**src/rtl/spi_tx_sched_pkg.sv**
```systemverilog
// Shared definitions for the serial transmit scheduler and its serializer:
// FSM encoding, default frame geometry and a constant-width helper.
package spi_tx_sched_pkg;

    typedef enum logic [1:0] {
        ST_IDLE  = 2'd0,
        ST_SHIFT = 2'd1,
        ST_GAP   = 2'd2
    } state_e;

    localparam int unsigned DEF_DATA_W  = 16;
    localparam int unsigned DEF_CLK_DIV = 4;

    function automatic int unsigned clog2(input int unsigned n);
        int unsigned r;
        r = 0;
        while ((64'd1 << r) < 64'(n)) begin
            r++;
        end
        return r;
    endfunction

endpackage

```
**src/rtl/spi_tx_sched_rr_arbiter.sv**
```systemverilog
// Combinational round-robin arbiter: first set request at or above the
// pointer, wrapping modulo NREQ.
module rr_arbiter
    import spi_tx_sched_pkg::*;
#(
    parameter int unsigned NREQ = 4
) (
    input  logic [NREQ-1:0]        req_i,
    input  logic [clog2(NREQ)-1:0] ptr_i,
    output logic [NREQ-1:0]        gnt_o,
    output logic [clog2(NREQ)-1:0] idx_o,
    output logic                   any_o
);

    localparam int unsigned IDX_W = clog2(NREQ);

    logic [IDX_W-1:0] k;

    always_comb begin
        gnt_o = '0;
        idx_o = '0;
        any_o = 1'b0;
        k     = '0;
        for (int unsigned off = 0; off < NREQ; off++) begin
            k = IDX_W'((32'(ptr_i) + off) % NREQ);
            if (!any_o && req_i[k]) begin
                any_o    = 1'b1;
                gnt_o[k] = 1'b1;
                idx_o    = k;
            end
        end
    end

endmodule

```
**src/rtl/spi_tx_sched.sv**
```systemverilog
// Round-robin scheduler sharing one serial transmit lane between NREQ
// word sources; emits sck/dataout/vld frames MSB first with an idle gap.
module spi_tx_sched
    import spi_tx_sched_pkg::*;
#(
    parameter int unsigned NREQ    = 4,
    parameter int unsigned DATA_W  = DEF_DATA_W,
    parameter int unsigned CLK_DIV = DEF_CLK_DIV,
    parameter int unsigned GAP     = 2
) (
    input  logic                     clk,
    input  logic                     rst,
    input  logic [NREQ-1:0]          req,
    input  logic [NREQ*DATA_W-1:0]   req_data,
    output logic [NREQ-1:0]          gnt,
    output logic                     sck,
    output logic                     dataout,
    output logic                     vld,
    output logic                     busy,
    output logic [clog2(NREQ)-1:0]   owner
);

    localparam int unsigned IDX_W   = clog2(NREQ);
    localparam int unsigned BIT_W   = clog2(DATA_W + 1);
    localparam int unsigned GAP_CYC = GAP * 2 * CLK_DIV;
    localparam int unsigned CNT_MAX = (GAP_CYC > CLK_DIV) ? GAP_CYC : CLK_DIV;
    localparam int unsigned CNT_W   = clog2(CNT_MAX + 1);

    state_e              state_q, state_d;
    logic [CNT_W-1:0]    cnt_q, cnt_d;
    logic [BIT_W-1:0]    bit_q, bit_d;
    logic [DATA_W-1:0]   sh_q, sh_d;
    logic [IDX_W-1:0]    ptr_q, ptr_d;
    logic [IDX_W-1:0]    own_q, own_d;
    logic [NREQ-1:0]     gnt_q, gnt_d;
    logic                sck_q, sck_d;
    logic                vld_q, vld_d;
    logic                busy_q, busy_d;
    logic                dout_q, dout_d;

    logic [NREQ-1:0]     arb_gnt;
    logic [IDX_W-1:0]    arb_idx;
    logic                arb_any;
    logic [DATA_W-1:0]   sel_word;

    rr_arbiter #(.NREQ(NREQ)) u_arb (
        .req_i (req),
        .ptr_i (ptr_q),
        .gnt_o (arb_gnt),
        .idx_o (arb_idx),
        .any_o (arb_any)
    );

    always_comb begin
        sel_word = '0;
        for (int unsigned i = 0; i < NREQ; i++) begin
            if (arb_gnt[i]) begin
                sel_word = req_data[i*DATA_W +: DATA_W];
            end
        end
    end

    always_comb begin
        state_d = state_q;
        cnt_d   = cnt_q;
        bit_d   = bit_q;
        sh_d    = sh_q;
        ptr_d   = ptr_q;
        own_d   = own_q;
        gnt_d   = '0;
        sck_d   = sck_q;
        vld_d   = vld_q;
        busy_d  = busy_q;
        dout_d  = dout_q;
        case (state_q)
            ST_IDLE: begin
                if (arb_any) begin
                    state_d = ST_SHIFT;
                    gnt_d   = arb_gnt;
                    sh_d    = sel_word;
                    own_d   = arb_idx;
                    ptr_d   = (arb_idx == IDX_W'(NREQ - 1)) ? '0 : arb_idx + 1'b1;
                    vld_d   = 1'b1;
                    busy_d  = 1'b1;
                    dout_d  = sel_word[DATA_W-1];
                    sck_d   = 1'b0;
                    cnt_d   = '0;
                    bit_d   = '0;
                end
            end
            ST_SHIFT: begin
                if (cnt_q == CNT_W'(CLK_DIV - 1)) begin
                    cnt_d = '0;
                    if (!sck_q) begin
                        sck_d = 1'b1;
                        bit_d = bit_q + 1'b1;
                    end else begin
                        sck_d = 1'b0;
                        // Falling edge after the last rising edge closes the frame.
                        if (bit_q == BIT_W'(DATA_W)) begin
                            vld_d  = 1'b0;
                            dout_d = 1'b0;
                            bit_d  = '0;
                            if (GAP > 0) begin
                                state_d = ST_GAP;
                            end else begin
                                state_d = ST_IDLE;
                                busy_d  = 1'b0;
                            end
                        end else begin
                            sh_d   = sh_q << 1;
                            dout_d = sh_q[DATA_W-2];
                        end
                    end
                end else begin
                    cnt_d = cnt_q + 1'b1;
                end
            end
            ST_GAP: begin
                if (cnt_q == CNT_W'(GAP_CYC - 1)) begin
                    state_d = ST_IDLE;
                    busy_d  = 1'b0;
                    cnt_d   = '0;
                end else begin
                    cnt_d = cnt_q + 1'b1;
                end
            end
            default: begin
                state_d = ST_IDLE;
            end
        endcase
    end

    always_ff @(posedge clk or posedge rst) begin
        if (rst) begin
            state_q <= ST_IDLE;
            cnt_q   <= '0;
            bit_q   <= '0;
            sh_q    <= '0;
            ptr_q   <= '0;
            own_q   <= '0;
            gnt_q   <= '0;
            sck_q   <= 1'b0;
            vld_q   <= 1'b0;
            busy_q  <= 1'b0;
            dout_q  <= 1'b0;
        end else begin
            state_q <= state_d;
            cnt_q   <= cnt_d;
            bit_q   <= bit_d;
            sh_q    <= sh_d;
            ptr_q   <= ptr_d;
            own_q   <= own_d;
            gnt_q   <= gnt_d;
            sck_q   <= sck_d;
            vld_q   <= vld_d;
            busy_q  <= busy_d;
            dout_q  <= dout_d;
        end
    end

    assign gnt     = gnt_q;
    assign sck     = sck_q;
    assign dataout = dout_q;
    assign vld     = vld_q;
    assign busy    = busy_q;
    assign owner   = own_q;

endmodule
```
**config.mk**
```make
export PLATFORM = sky130hd
export DESIGN_NAME = spi_tx_sched
export DESIGN_NICKNAME = d
export VERILOG_FILES = /design/src/rtl/spi_tx_sched_pkg.sv /design/src/rtl/spi_tx_sched_rr_arbiter.sv /design/src/rtl/spi_tx_sched.sv
export SDC_FILE = /design/constraint.sdc
export NUM_CORES = 1
export LEC_CHECK = 0
export BUFFER_PORTS_ARGS = -buffer_cell sky130_fd_sc_hd__buf_4
export CORE_MARGIN = 1
export CORE_UTILIZATION = 56
export CTS_CLUSTER_SIZE = 28
export DETAILED_ROUTE_END_ITERATION = 7
export PLACE_DENSITY = 0.83
export SYNTH_ARGS = -nofsm -noshare
export SYNTH_HDL_FRONTEND = slang
export SYNTH_SLANG_ARGS = --single-unit
```
**constraint.sdc**
```tcl
create_clock -name clk -period 4 [get_ports clk]
set_input_delay 0.8 -clock clk [delete_from_list [all_inputs] [get_ports clk]]
set_output_delay 0.8 -clock clk [all_outputs]
set_load 0.005 [all_outputs]
```
==> results by group, run 1 <==
Status
  • Status: complete, no violations

Setup path
  • Critical path peak fanout: 15
  • CP Data Arrival Time: 3830 ps
  • Capture point of the worst path: sh_q[12]
  • Critical path required time: between 4000 and 5000 ps
  • FF-to-FF setup slack: 400 ps
  • Setup crit start kind: register
  • Critical path endpoint category: register
  • Worst Setup SP: ptr_q[1]
  • Kind of critical path: register to register
  • Worst r2r path cells: 8
  • Reg-to-reg endpoint: sh_q[12]
  • Reg2reg start: ptr_q[1]

Final layout
  • Number of fill cells: 503
  • Fin nets: 531
  • Ant diodes: 0
  • Area growth syn-to-layout: 17.7%
  • Layout cell share with drive strength beyond 1: a little under a third

Synth
  • Number of flops mapped to enable cells by yosys: 0
  • Mapped Nets: 460
  • Ys Warns: 0
  • Post-synth ARST share: 100%
  • Top cell type's share of synthesized area: 27.0%
  • Leading area contributor after synthesis: dfrtp_1
  • Synth top area cells: dfrtp_1 27%, a2111oi_4 6.1%, mux2i_1 5.3%
  • Most frequent cell after synthesis: dfrtp_1
  • Mapped Area: 3620 µm²
  • Register area share after synthesis: 27.0%
  • Mapped Cells: approximately 380
  • Top_reg_cell synth: dfrtp_1
  • Syn Area/Cell: 9.66 µm²
  • Synth unique cells: 74
  • #FFs+latches synth: 39
  • Post-synth top cells: 39 x dfrtp_1, 36 x nand2_1, 27 x inv_1, 20 x o21ai_0, 19 x mux2i_1

Min path
  • Min-delay worst type: register to register

Power
  • Int Pwr: 1.69 mW
  • NetSw: 1.63 mW
  • PwrDens: ~780 nW/µm²
  • Peak supply drop: 0.530 mV
  • Comb power frac: 72.1%
  • Pwr Total: between 3 and 4 mW
  • Pleak: 1.89 nW
  • Sequential power share: between 10% and 20%
  • Switching portion of total power: 49.1%
  • Clock power share: about 8.5%

STA
  • Worst Clk Skew: 11.1 ps
  • Setup TNS Final: 0 ps
  • Slew @ Worst Pin: 1150 ps
  • Fmax: 278 MHz
  • Slew HR: 22.8%
  • Max Slew Vio Count: 0
  • RSZ-0062 raised after global routing: false
  • Final period util: 90.0%
  • Crit path time final: 3600 ps
  • Hold Fails Final Rpt: 0
  • Worst Slack Setup Final: 398 ps
  • # setup viols final: 0

CTS
  • Post-CTS Setup Bufs: 0
  • TritonCTS Buffers: 5
  • Count of hold buffers inserted by post-cts repair: 0
  • CTS Sinks: 39
  • CTS tree: yes
  • Clock Latency Late Sink: 300 ps
  • Resized Gates After CTS: 0
  • Clock Path Buffers: 2
  • Root Buffer: clkbuf_8
  • Reg clk slew, reported paths: 90 ps
  • H-tree depth: 2

Routing
  • DRT Pass-1 Iters: 5
  • Antenna-violating nets left: 0
  • DRC Markers: 0
  • DR WL/cell: between 15 and 20 µm
  • Detailed Route WL: 9.49 mm
  • Via count: 3327
  • Vias per cell: 6.37
  • Violation count after the first detailed-route iteration: roughly 230

Placed design
  • Final Wtd Congestion: 0.857
  • Post-DP HPWL: 6.86 mm
  • Dpl ws: 444 ps
  • # port buffers: 79

Die
  • Rows: 28
  • Core Box Area: 6060 µm²
  • Die footprint: between 6000 and 7000 µm²
  • Ports: 80
  • Die Y-Extent: 82.4 µm
  • Chip Width: approximately 80 µm
  • Starting Density: about three fifths

Global routing
  • First-pass GRT wire length: 14.8 mm
  • Initial antenna violation count: 0
  • Total global routing overflow: 0
  • Vias in the first global route: ~3200
  • GRT Util Overall: 28.8%
  • Pin count of the biggest net entering global routing: 40

Job
  • Maxcap violations: 0
-- cells in the final DEF, fill, tap and decap left out, drive strengths merged, types with 2 or more instances in the layout --
master,n
a221oi,2
xnor2,2
mux2i,19
a22oi,16
nor2,18
inv,27
o221ai,14
clkbuf,5
nand3,4
nor4,2
a21oi,23
clkinvlp,2
a21o,2
a32o,2
and3b,2
nand4,2
nor3b,5
and2,2
a311oi,2
nand3b,2
ha,15
a211oi,4
mux2,2
o21a,2
a22o,4
nor3,5
dfrtp,39
o31ai,2
xor2,3
clkinv,2
mux4,3
buf,88
nand2,37
a2111oi,15
nor2b,3
o21ai,34
a21boi,17
-- logic make-up after synthesis --
logic type,share of synthesized area (%)
and+or+nand+nor,14.1
DFF,27.0
muxes,7.74
AOI/OAI and AO/OA,36.2
buffers and inverters,8.57
xor gates and xnor gates,1.21
adders and majority gates,5.18
-- flip-flops by register name (all words and copies together) (netlist names), named ones only --
name / flops
sh_q: 15
busy: 1
state_q: 2
bit_q: 5
sck: 1
ptr_q: 1
owner: 2
cnt_q: 5
dataout: 1
vld: 1
gnt: 4
-- worst min-delay path by stage --
stage / from / end / slack, ps / cells past startpoint
global route: owner[0] / owner[0] / 520 / 1
global placement: owner[0] / owner[0] / 470 / 1
CTS: owner[0] / owner[0] / 490 / 1
floorplan: owner[1] / owner[1] / 470 / 2
detailed placement: owner[0] / owner[0] / 470 / 1
finish: owner[0] / owner[0] / 490 / 1
-- power groups by stage --
| stage | registers, mW | clock network, mW | logic, mW |
|---|---|---|---|
| final | 0.644 | 0.281 | 2.40 |
| after global routing | 0.661 | 0.296 | 2.60 |
| after CTS | 0.643 | 0.279 | 2.37 |
| after detailed placement | 0.650 | 0 | 2.36 |
| after global placement | 0.644 | 0 | 2.28 |
| after floorplan | 0.637 | 0 | 2.00 |
-- worst max-delay path, stage by stage, from the launching register on --
cell and delay [ps]:
dfrtp_1 540, inv_1 130, ha_1 460, mux4_2 650, nand2_1 140, a31oi_2 110
nor2_1 880, o221ai_1 350, a22oi_2 260
-- metal layers --
layer | up-vias | track usage [%] | wire (µm)
li1 | 1551 | - | -
met1 | 1615 | 37.9 | 4050
met2 | 134 | 48.8 | 4700
met3 | 27 | 4.18 | 565
met4 | 0 | 8.42 | 173
met5 | - | 0 | 0
-- final cells by class --
cell class | count | area, µm² | area share [%]
Clock buffer | 5 | 68.8 | 1.62
Sequential cell | 39 | 976 | 22.9
Inverter | 28 | 106 | 2.50
Clock inverter | 3 | 20.0 | 0.470
Timing Repair Buffer | 88 | 661 | 15.5
Multi-Input combinational cell | 284 | 2330 | 54.8
Tap cell | 75 | 93.8 | 2.20
-- per-stage QoR --
step                std cells  hold slack [ps]  util [%]  cell area [µm²]
finish                    522              491      70.3             4260
global route              522              518      70.3             4260
CTS                       522              491      70.3             4260
detailed placement        514              472      68.8             4170
global placement          514              472      68.8             4170
floorplan                 375              473         -             3620
(Power assumes the default switching activity.)
==> run 2: changes to the inputs <==
Settings changed: ABC_AREA set to 1, CORE_UTILIZATION 56 to 54, PLACE_DENSITY 0.83 to 0.82.
==> run 2 against run 1 <==
Effect of this change:
- clock power increased by 38%
- global-route usage down 3.5 points
- die area is 11% lower
- core utilization down 1.1 points
- setup slack better by 530 ps
==> results by group, run 2 <==
Status
  • Status: complete, no violations

Synth
  • Compound-Gate Fraction of Synth Area: 21.8% (-14 points)
  • Number of flops mapped to enable cells by yosys: 0 (unchanged)
  • Post-synth top cells: 115 x nand2_1, 65 x inv_1, 54 x a21oi_1, 40 x o21ai_0, 39 x dfrtp_1
  • Post-Synth XOR/XNOR Area: 0.567% (-0.64 points)
  • Mapped Nets: 529 (+15%)
  • Register area share after synthesis: 31.6% (+4.6 points)
  • Syn Area/Cell: 6.96 µm² (-28%)
  • Mapped Area: 3090 µm² (-15%)
  • Leading area contributor after synthesis: dfrtp_1
  • #FFs+latches synth: 39 (unchanged)
  • Most frequent cell after synthesis: nand2_1
  • Top_reg_cell synth: dfrtp_1
  • Multiplexer share of the synthesized area: 0% (-7.7 points)
  • Simple-gate share of the synthesized area: 27.1% (+13 points)
  • Mapped Cells: 444 (+18%)
  • Synth unique cells: 40 (-46%)
  • Largest family of logic cells by synthesized area: simple AND/OR/NAND/NOR gates
  • Top cell type's share of synthesized area: 31.6% (+4.6 points)
  • Post-synth ARST share: 100% (unchanged)
  • Ys Warns: 0 (unchanged)
  • Post-Synth Adder-Cell Area: 6.08% (+0.89 points)
  • Synth top area cells: dfrtp_1 32%, nand2_1 14%, a21oi_1 8.7%

Setup path
  • Most used cell, CP: nand2_1
  • Kind of critical path: register to register
  • CP Cell Sequence: inv_8 -> ha_1 -> inv_1 -> nand3_1 -> nand2_1 -> nand2_4 -> nor2_8 -> nand3_4 -> nand2_2 -> inv_2 -> a21oi_4 -> nand2_1 -> o21ai_0 -> inv_1 -> nand2_1
  • Critical-path top delay cell: dfrtp_1
  • CP peak stage delay: 690 ps (-190 ps)
  • Critical path required time: 4230 ps (about the same)
  • Setup crit start kind: register
  • Critical path peak fanout: 29 (+14)
  • Crit path buf inv count: 4 (+3)
  • Critical path endpoint category: register
  • Top delay family on crit path: simple AND/OR/NAND/NOR gates
  • CP Data Arrival Time: 3300 ps (-530 ps)

CTS
  • Post-CTS Setup Bufs: 0 (unchanged)
  • Reg clk slew, reported paths: 80 ps (about the same)
  • Count of hold buffers inserted by post-cts repair: 0 (unchanged)
  • Clock Latency Late Sink: 290 ps (about the same)
  • H-tree depth: 2 (unchanged)
  • CTS tree: yes
  • TritonCTS Buffers: 5 (unchanged)
  • Clock Path Buffers: 2 (unchanged)
  • Resized Gates After CTS: 0 (unchanged)
  • CTS Sinks: 39 (unchanged)
  • Root Buffer: clkbuf_8

Die
  • Rows: 27 (-3.6%)
  • Die Y-Extent: 77.6 µm (-5.8%)
  • Chip Width: 77.6 µm (-5.8%)
  • Ports: 80 (unchanged)
  • Die footprint: 6030 µm² (-11%)
  • Starting Density: 56.1% (-3.6 points)
  • Core Box Area: 5510 µm² (-9.1%)

Routing
  • DRT Pass-1 Iters: 4 (-1)
  • Detailed Route WL: 7.62 mm (-20%)
  • Antenna-violating nets left: 0 (unchanged)
  • Vias per cell: 5.28 (-17%)
  • Violation count after the first detailed-route iteration: 188 (-18%)
  • DR WL/cell: 12.9 µm (-29%)
  • Via count: 3116 (-6.3%)
  • DRC Markers: 0 (unchanged)

Min path
  • Min-delay worst type: register to register

STA
  • Max Slew Vio Count: 0 (unchanged)
  • Slew HR: 31.3% (+8.5 points)
  • Hold slack final: 498 ps (+7.08 ps)
  • RSZ-0062 raised after global routing: false
  • Final period util: 76.8% (-13 points)
  • Crit path time final: 3070 ps (-529 ps)
  • Fmax: 325 MHz (+17%)
  • Worst Clk Skew: 9.23 ps (-1.88 ps)
  • Hold Fails Final Rpt: 0 (unchanged)
  • Worst Slack Setup Final: 927 ps (+529 ps)
  • Setup TNS Final: 0 ps (unchanged)
  • Slew @ Worst Pin: 1030 ps (-125 ps)
  • # setup viols final: 0 (unchanged)

Power
  • PwrDens: 945 nW/µm² (+21%)
  • Clock power share: 10.8% (+2.3 points)
  • Pwr Total: 3.60 mW (+8.4%)
  • NetSw: 1.94 mW (+19%)
  • Int Pwr: 1.66 mW (-1.5%)
  • Pleak: 2.03 nW (+7.6%)
  • Peak supply drop: 0.574 mV (+8.2%)
  • Sequential power share: 19.0% (-0.4 points)
  • Switching portion of total power: 53.8% (+4.7 points)
  • Comb power frac: 70.2% (-1.9 points)

Placed design
  • Dpl ws: 1070 ps (+622 ps)
  • # port buffers: 79 (unchanged)
  • Post-placement cell count: 582 (+13%)
  • Final Wtd Congestion: 0.924 (+7.8%)
  • Post-DP HPWL: 5.72 mm (-17%)

Global routing
  • First-pass GRT wire length: 12.2 mm (-18%)
  • Initial antenna violation count: 0 (unchanged)
  • Vias in the first global route: 2794 (-11%)
  • GRT Util Overall: 25.3% (-3.5 points)
  • Pin count of the biggest net entering global routing: 32 (-20%)
  • Total global routing overflow: 0 (unchanged)

Final layout
  • Largest registers: sh_q (15), bit_q (5), cnt_q (5)
  • Commonest non-fill, non-tap cell in the layout: nand2_1
  • Biggest register: sh_q
  • Layout Cells excl Fill: 590 (+13%)
  • Area growth syn-to-layout: 23.3%
  • Commonest non-fill, non-tap cells in the layout: 115 x nand2_1, 82 x buf_4, 65 x inv_1, 54 x a21oi_1, 40 x o21ai_0
  • Ant diodes: 0 (unchanged)
  • Max FFs per register: 15 (unchanged)
  • Layout cell share with drive strength beyond 1: 24.1% (-7.4 points)
  • Fin nets: 602 (+13%)
  • Number of fill cells: 478 (-5.0%)

Job
  • Maxcap violations: 0 (unchanged)
-- run 2: cell types whose count changed after synthesis, sizes merged, moves of 12 or more --
cell / change
a21oi: +32
a22oi: -15
mux2i: -19
a2111oi: -15
nand3: +15
inv: +44
o21ai: +24
nand2: +92
a21boi: -12
o221ai: -14
-- run 2: path summary, 6_finish.rpt --
check,startpoint,endpoint,slack [ps],cells after the start
max,register,sh_q[8],930,15
min,owner[0],owner[0],500,2
max reg2reg,register,sh_q[8],930,15
min reg2reg,owner[0],owner[0],500,2
max in group asynchronous,rst,cnt_q[1],2500,3
min in group asynchronous,rst,bit_q[4],750,2
-- run 2: power groups by stage --
stage | logic, mW | clock network [mW] | registers (mW)
floorplan | 2.05 | 0 | 0.654
global placement | 2.39 | 0 | 0.685
detailed placement | 2.46 | 0 | 0.690
CTS | 2.48 | 0.394 | 0.683
global route | 2.86 | 0.410 | 0.703
finish | 2.53 | 0.388 | 0.686
-- run 2: per-stage QoR --
step,area (µm²),utilization (%)
floorplan,3090,-
global placement,3680,66.8
detailed placement,3680,66.8
CTS,3810,69.2
global route,3810,69.2
finish,3810,69.2
-- run 2: cell type report --
| cell class | count | area [µm²] | area share, % |
|---|---|---|---|
| multi-input combinational | 318 | 1720 | 45.1 |
| sequential | 39 | 976 | 25.6 |
| timing repair buffer | 82 | 616 | 16.2 |
| inverter | 71 | 277 | 7.26 |
| tap | 72 | 90.1 | 2.37 |
| clock buffer | 6 | 72.6 | 1.91 |
| clock inverter | 2 | 60.1 | 1.58 |
-- run 2: logic make-up (layout without fill, tap and decap cells) --
kind of cell	count (synthesis)	in the layout
simple gates	176	176
compound gates	125	125
buf+inv	87	161
flops	39	39
fa+ha+maj	15	15
xor+xnor	2	2
-- run 2: worst reg2reg max path, cell delays in order (launching register included) --
cell	delay, ps
dfrtp_1	690
inv_8	90
ha_1	370
inv_1	130
nand3_1	80
nand2_1	150
nand2_4	100
nor2_8	110
nand3_4	120
nand2_2	110
inv_2	50
a21oi_4	570
nand2_1	150
o21ai_0	150
inv_1	80
nand2_1	70
-- run 2: per-layer routing --
layer / GRT usage [%] / vias to the layer above / wire length, µm
li1: - / 1584 / -
met1: 35.3 / 1403 / 3470
met2: 39.6 / 111 / 3600
met3: 3.76 / 18 / 393
met4: 9.43 / 0 / 163
met5: 0 / - / 0
